### config.mk
export PLATFORM = sky130hd
export DESIGN_NAME = uart_rx_frame
export DESIGN_NICKNAME = d
export VERILOG_FILES = /design/src/rtl/uart_rx_frame.sv
export SDC_FILE = /design/constraint.sdc
export NUM_CORES = 1
export LEC_CHECK = 0
export CORE_MARGIN = 10
export CORE_UTILIZATION = 49
export DETAILED_ROUTE_END_ITERATION = 10
export GPL_ROUTABILITY_DRIVEN = 1
export PLACE_DENSITY = 0.87
export SKIP_CTS_REPAIR_TIMING = 1
export SLEW_MARGIN = 30
export SYNTH_ARGS = -nofsm -noshare
export SYNTH_HDL_FRONTEND = slang
export SYNTH_SLANG_ARGS = --single-unit
### constraint.sdc
create_clock -name clk -period 1.7 [get_ports clk]
set_input_delay 0.51 -clock clk [delete_from_list [all_inputs] [get_ports clk]]
set_output_delay 0.51 -clock clk [all_outputs]
set_load 0.02 [all_outputs]
### src/rtl/uart_rx_frame.sv
// uart_rx_frame: 16x-oversampled UART receive framer.
// Recovers start/data/parity/stop frames from the serial line and hands each
// byte, with parity/framing/break/overrun flags, to the interface register
// file through a valid/ack handshake.
module uart_rx_frame #(
  parameter int unsigned OVS   = 16,
  parameter int unsigned DBITS = 8
) (
  input  logic             clk,
  input  logic             rst,
  input  logic             br,
  input  logic             rx,
  input  logic             ideal_rx,
  input  logic [7:0]       lcr,
  input  logic             rv_ack,
  output logic [DBITS-1:0] rv_data,
  output logic             rv_valid,
  output logic             parity_err,
  output logic             frame_err,
  output logic             brk,
  output logic             overrun
);

  localparam int unsigned CNT_W = (OVS > 1) ? $clog2(OVS) : 1;
  localparam int unsigned IDX_W = (DBITS > 1) ? $clog2(DBITS) : 1;

  localparam logic [CNT_W-1:0] CNT_MID  = CNT_W'(OVS / 2 - 1);
  localparam logic [CNT_W-1:0] CNT_END  = CNT_W'(OVS - 1);
  localparam logic [IDX_W-1:0] IDX_LAST = IDX_W'(DBITS - 1);

  localparam logic [2:0] S_IDLE   = 3'd0;
  localparam logic [2:0] S_START  = 3'd1;
  localparam logic [2:0] S_DATA   = 3'd2;
  localparam logic [2:0] S_PARITY = 3'd3;
  localparam logic [2:0] S_STOP   = 3'd4;

  // Parity modes as seen in lcr[5:3]; bit 0 of the mode is the enable
  localparam logic [2:0] MODE_ODD  = 3'b001;
  localparam logic [2:0] MODE_ONE  = 3'b101;
  localparam logic [2:0] MODE_ZERO = 3'b111;

  logic             rx_meta;
  logic             rx_s;
  logic [2:0]       state,    state_d;
  logic [CNT_W-1:0] cnt,      cnt_d;
  logic [IDX_W-1:0] idx,      idx_d;
  logic [DBITS-1:0] shreg,    shreg_d;
  logic [2:0]       mode_q,   mode_d;
  logic             pbit_q,   pbit_d;
  logic             perr_q,   perr_d;
  logic             done_c;
  logic             par_err_c;
  logic [DBITS-1:0] rv_data_d;
  logic             rv_valid_d;
  logic             parity_err_d;
  logic             frame_err_d;
  logic             brk_d;
  logic             overrun_d;

  // Only the parity field of lcr is used here
  logic unused_lcr;
  assign unused_lcr = ^{lcr[7:6], lcr[2:0]};

  // Parity check of the sampled parity bit against the frame's latched mode
  always_comb begin
    par_err_c = (^shreg) ^ rx_s;
    case (mode_q)
      MODE_ODD:  par_err_c = ~((^shreg) ^ rx_s);
      MODE_ONE:  par_err_c = ~rx_s;
      MODE_ZERO: par_err_c = rx_s;
      default:   par_err_c = (^shreg) ^ rx_s;
    endcase
  end

  // Next-state, datapath and output/handshake logic
  always_comb begin
    state_d      = state;
    cnt_d        = cnt;
    idx_d        = idx;
    shreg_d      = shreg;
    mode_d       = mode_q;
    pbit_d       = pbit_q;
    perr_d       = perr_q;
    done_c       = 1'b0;
    rv_data_d    = rv_data;
    rv_valid_d   = rv_valid;
    parity_err_d = parity_err;
    frame_err_d  = frame_err;
    brk_d        = brk;
    overrun_d    = overrun;

    if (ideal_rx) begin
      state_d = S_IDLE;
      cnt_d   = '0;
      idx_d   = '0;
    end else if (br) begin
      case (state)
        S_IDLE: begin
          if (!rx_s) begin
            state_d = S_START;
            cnt_d   = '0;
            mode_d  = lcr[5:3];
          end
        end
        S_START: begin
          if (cnt == CNT_MID) begin
            cnt_d   = '0;
            idx_d   = '0;
            pbit_d  = 1'b0;
            perr_d  = 1'b0;
            state_d = rx_s ? S_IDLE : S_DATA;
          end else begin
            cnt_d = cnt + CNT_W'(1);
          end
        end
        S_DATA: begin
          if (cnt == CNT_END) begin
            cnt_d          = '0;
            shreg_d[idx]   = rx_s;
            if (idx == IDX_LAST) begin
              idx_d   = '0;
              state_d = mode_q[0] ? S_PARITY : S_STOP;
            end else begin
              idx_d = idx + IDX_W'(1);
            end
          end else begin
            cnt_d = cnt + CNT_W'(1);
          end
        end
        S_PARITY: begin
          if (cnt == CNT_END) begin
            cnt_d   = '0;
            pbit_d  = rx_s;
            perr_d  = par_err_c;
            state_d = S_STOP;
          end else begin
            cnt_d = cnt + CNT_W'(1);
          end
        end
        S_STOP: begin
          if (cnt == CNT_END) begin
            cnt_d   = '0;
            done_c  = 1'b1;
            state_d = S_IDLE;
          end else begin
            cnt_d = cnt + CNT_W'(1);
          end
        end
        default: begin
          state_d = S_IDLE;
          cnt_d   = '0;
          idx_d   = '0;
        end
      endcase
    end

    if (done_c) begin
      rv_data_d    = shreg;
      rv_valid_d   = 1'b1;
      parity_err_d = perr_q;
      frame_err_d  = ~rx_s;
      brk_d        = (shreg == '0) & ~pbit_q & ~rx_s;
      overrun_d    = rv_valid & ~rv_ack;
    end else if (rv_ack && rv_valid) begin
      rv_valid_d   = 1'b0;
      parity_err_d = 1'b0;
      frame_err_d  = 1'b0;
      brk_d        = 1'b0;
      overrun_d    = 1'b0;
    end
  end

  // State, datapath and output registers with synchronous reset
  always_ff @(posedge clk) begin
    if (rst) begin
      rx_meta    <= 1'b1;
      rx_s       <= 1'b1;
      state      <= S_IDLE;
      cnt        <= '0;
      idx        <= '0;
      shreg      <= '0;
      mode_q     <= '0;
      pbit_q     <= 1'b0;
      perr_q     <= 1'b0;
      rv_data    <= '0;
      rv_valid   <= 1'b0;
      parity_err <= 1'b0;
      frame_err  <= 1'b0;
      brk        <= 1'b0;
      overrun    <= 1'b0;
    end else begin
      rx_meta    <= rx;
      rx_s       <= rx_meta;
      state      <= state_d;
      cnt        <= cnt_d;
      idx        <= idx_d;
      shreg      <= shreg_d;
      mode_q     <= mode_d;
      pbit_q     <= pbit_d;
      perr_q     <= perr_d;
      rv_data    <= rv_data_d;
      rv_valid   <= rv_valid_d;
      parity_err <= parity_err_d;
      frame_err  <= frame_err_d;
      brk        <= brk_d;
      overrun    <= overrun_d;
    end
  end

endmodule

### Word-level counts from Yosys, hierarchy flattened

Index checks and enable logic that the tools add are counted.

* register bits: 38
* bits in latches: 0
* bits in writable memories: 0
* ROM bits: 0
* input bits: 14
* output and inout bits: 13
* logic and storage cells: 97
* memories: 0

* add/sub/neg operators: 2
* $mul: 0
* divide/modulo/power cells: 0
* magnitude comparators: 2
* eq/ne operators: 16
* shift-type cells: 0
* mux-type cells: 36
* bitwise logic cells: 10
* reduce and logical (&&, ||, !) cells: 16

Operator list (count)
* $mux W3: 10
* $pmux W3 S5: 1
* $mux W1: 14
* $eq A3 B3 Y1 const B: 4
* $mux W4: 3
* $ne A2 B2 Y1 const B: 6
* $pmux W4 S3: 1
* $reduce_and A4 Y1: 3
* $pmux W3 S3: 1
* $bwmux W8: 1
* $logic_not A8 Y1: 1
* $reduce_xor A8 Y1: 1
* $reduce_and A7 Y1: 1
* $eq A3 B1 Y1 const B: 2
* $eq A3 B2 Y1 const B: 2
* $not A1 Y1: 6
* $reduce_or A3 Y1: 2
* $reduce_and A5 Y1: 1
* $add A4 B1 Y4 const B: 1
* $eq A4 B3 Y1 const B: 1
* $eq A4 B4 Y1 const B: 1
* $lt A3 B4 Y1 const B: 1
* $pmux W1 S2: 2
* $reduce_bool A2 Y1: 2
* other kinds (11): 14

### Logic depth before layout (Yosys ltp)

* depth in word-level cells: 6
* mapped depth: 7
* mapped depth without buffers: 7

### Worst setup path before layout

No wires, ideal clock.

* path type: register to register
* from: reg shreg[2]
* to: reg perr_q
* library setup time: 125 ps
* data arrival time: 1658 ps
* required time: 1575 ps
* path slack: -83 ps
* stages on the path, launching flop included: 8
* path buffers: 0
* period minus slack after synthesis: 1783 ps
* cell sequence: dfxtp_1 -> inv_1 -> ha_1 -> xnor2_1 -> xnor2_1 -> xnor2_1 -> o2111a_1 -> o41a_1

* cells in the longest elaborated chain, start to end: 6

RTL lines
* from (decl): line 47 `logic [DBITS-1:0] shreg, shreg_d;`
* from (signal assigned): line 197 `shreg <= shreg_d;`
* $reduce_xor A8 Y1 (*): line 68, 71
* $xor A1 B1 Y1 (*): line 68, 71
* $not A1 Y1: line 68 `MODE_ODD: par_err_c = ~((^shreg) ^ rx_s);`
* $pmux W1 S3 (*): line 67 `case (mode_q)`
* $mux W1 (*): line 131 `if (cnt == CNT_END) begin`
* $pmux W1 S2 (*): line 97 `case (state)`
* to (signal assigned): line 200 `perr_q <= perr_d;`
* to (decl): line 50 `logic perr_q, perr_d;`

Every way passes the cells marked *; elsewhere a longest branch is shown, timed or not. The select of a mux whose other input is x is not followed.
A chain may end at the register's enable or synchronous reset.

### Worst setup path after layout

* from: reg shreg[7]
* to: reg perr_q

Same word-level chain as after synthesis.

==> results by group <==
Floorplan
  – Std cell rows: 22
  – Die area: 6900 um^2
  – Die Y: 83.1 um
  – IO Count: 27
  – Die width: 83.1 um
  – Core box area: 3740 um^2
  – Initial Utilization: 0.521

STA
  – Setup TNS: -0.221 ns
  – Final Slew Violations: 0
  – Worst setup margin: -0.170 ns
  – Rel. slew slack: 0.789
  – Clock Skew: 0.0100 ns
  – Minimum clock period: 1.87 ns
  – RSZ-0062 raised after global routing: yes
  – Endpoints failing setup: 3
  – Least-Margin Pin Slew: 0.315 ns
  – Post-route clock period utilization: 1.10
  – Final Hold Vio Count: 0
  – Fmax: 535 MHz

Power
  – Cell Pwr Density: 581 nW/um^2
  – P_leak: 1.28 nW
  – VDD IR max: 0.000801 V

Detailed routing
  – Post-DR vias/cell: 5.70
  – Wire per inst: 16.7 um
  – Routed Antenna Nets: 0
  – DRT Wirelength: 5540 um
  – Drc violations: 0
  – Vias post-DR: 1892
  – Drt first pass iters: 5
  – Initial DRC Count: 152

Run
  – Max-cap violations: 0

Synthesis
  – Post-Syn Area per Cell: 8.33 um^2
  – Largest cells by area after synthesis: dfxtp_1 (39%), nor2_1 (7.3%), mux2i_1 (6.2%), a21oi_1 (4.6%), ha_1 (4.5%)
  – Commonest cells in the netlist: dfxtp_1 (38), nor2_1 (38), a21oi_1 (18), nand2_1 (15), inv_1 (14)
  – Cell variety after synth: 44
  – Post-synthesis cell area: 1950 um^2
  – Post-Syn Nets: 255
  – Number of synthesis warnings: 0
  – Fraction of synthesized cell area taken by the top area cell type: 0.390
  – Post-synthesis sequential area ratio: 0.390
  – Top FF cell, synth: dfxtp_1
  – EDFF count, synth: 0
  – Area leader, netlist: dfxtp_1
  – Synth Register Bits: 38
  – Synth Instances: 234
  – Post-synthesis async set-or-reset flop share: 0

Worst setup path
  – Crit path depth: 7
  – WP data arrival: 2.04 ns
  – Crit path max-delay family: compound AO/OA/AOI/OAI gates
  – Worst-path fanout max: 2
  – Worst-case reg-to-reg path depth: 7
  – Setup CP Type: reg -> reg
  – Startpoint types: flop
  – Crit-path slowest cell: o41a_1
  – Crit path buf inv count: 1
  – Crit path capture type: flop
  – Most frequent CP cell: xnor2_2
  – Crit-path cells: inv_1, ha_4, xnor2_4, xnor2_2, xnor2_2, o2111a_1, o41a_1
  – Critical Path Max Stage Delay: 0.37 ns
  – Required time of the critical path: 1.87 ns

GRT
  – Vias in the first global route: 1726
  – Total GRT Usage: 0.131
  – Antenna violations before repair: 0
  – Global-route wire length before repair: 7760 um
  – GRT overflow: 0
  – Largest net degree at the start of global routing: 17

Clock tree
  – Clock Sink Count: 38
  – CTS max path bufs: 2
  – Worst-skew pair later-pin latency: 0.30 ns
  – CTS tree: built
  – CTS buffer count: 5
  – Root buf cell: clkbuf_8
  – # H-tree levels: 2
  – Clk pin slew, worst setup/hold paths: 0.08 ns

Final layout
  – Area of the multi-input gates: 1240 um^2
  – Layout Cells excl Fill: 332
  – Fraction of layout cells with a size suffix above 1: 0.278
  – Net count, final: 305
  – Filler cells: 261
  – Storage cell area: 776 um^2
  – Area grow syn2layout: 39.4%
  – Ant diodes: 0

Outcome
  – Failing checks: negative setup slack
  – Status: finished, violations left

Placed design
  – RD Place Congestion: 0.868
  – DP Cell Count: 322
  – Post-DP HPWL: 3170 um
  – Pre-CTS setup slack: -0.416 ns
  – Port buffer count: 21

Worst hold path
  – WHS Path Cells: 1
  – Worst Hold Class: reg -> reg
==> cell type report <==
class,count,area share
Multi-Input combinational cell,169,0.456
Sequential cell,38,0.285
Timing Repair Buffer,56,0.188
Clock buffer,5,0.0253
Tap cell,48,0.0221
Inverter,14,0.0193
Clock inverter,2,0.00368
==> flip-flops by register name, summed over array words and instances (netlist names), 3 cells and up <==
name,count
rv_data,8
shreg,8
cnt,4
idx,3
mode_q,3
state,3
==> worst paths after layout <==
check | end | from | slack, ns
max reg2reg | perr_q | shreg[7] | -0.17
min reg2reg | rx_s | rx_meta | 0.41
min | rx_s | rx_meta | 0.41
max | perr_q | shreg[7] | -0.17
==> kinds of logic (layout without fill, tap and decap cells) <==
| family | count (synthesis) | count (layout) | synth area share |
|---|---|---|---|
| buffers and inverters | 27 | 77 | 0.0552 |
| DFF | 38 | 38 | 0.390 |
| and+or+nand+nor | 99 | 99 | 0.279 |
| AOI/OAI and AO/OA | 46 | 46 | 0.147 |
| muxes | 12 | 12 | 0.0616 |
| adders and majority gates | 7 | 7 | 0.0449 |
| xor gates and xnor gates | 5 | 5 | 0.0225 |
==> layout by cell type (no fill, tap or decap), types with 3 or more instances in the layout <==
cell type / n
buf_4: 35
nand2b_1: 3
nand2_1: 15
dfxtp_2: 9
nand3b_1: 4
nand3_1: 7
o21ai_0: 11
nor2b_1: 4
nand4_1: 5
a21oi_1: 18
or3_1: 3
dlymetal6s2s_1: 15
mux2i_1: 12
dfxtp_1: 28
o21ai_1: 3
clkdlybuf4s50_1: 6
ha_4: 5
clkbuf_8: 5
inv_1: 13
nor2_1: 38
==> metrics by stage <==
step | hold WS, ns | util | total power [mW] | instance area [um^2]
detailed placement | 0.396 | 0.643 | 0.994 | 2410
global placement | 0.393 | 0.643 | 0.992 | 2410
floorplan | 0.389 | - | 0.951 | 1950
finish | 0.411 | 0.726 | 1.58 | 2720
global route | 0.421 | 0.726 | 1.64 | 2720
CTS | 0.413 | 0.664 | 1.57 | 2480
==> power by group <==
part	internal, mW	switching, mW
clock network	0.275	0.328
registers	0.891	0.00345
logic	0.0394	0.0420
==> routing by layer <==
metal | routed length (um) | GRT usage | up-vias
li1 | - | - | 911
met4 | 135 | 0.0508 | 0
met2 | 2830 | 0.231 | 67
met5 | 0 | 0 | -
met1 | 2250 | 0.144 | 899
met3 | 317 | 0.0352 | 15
(Power assumes the default switching activity.)
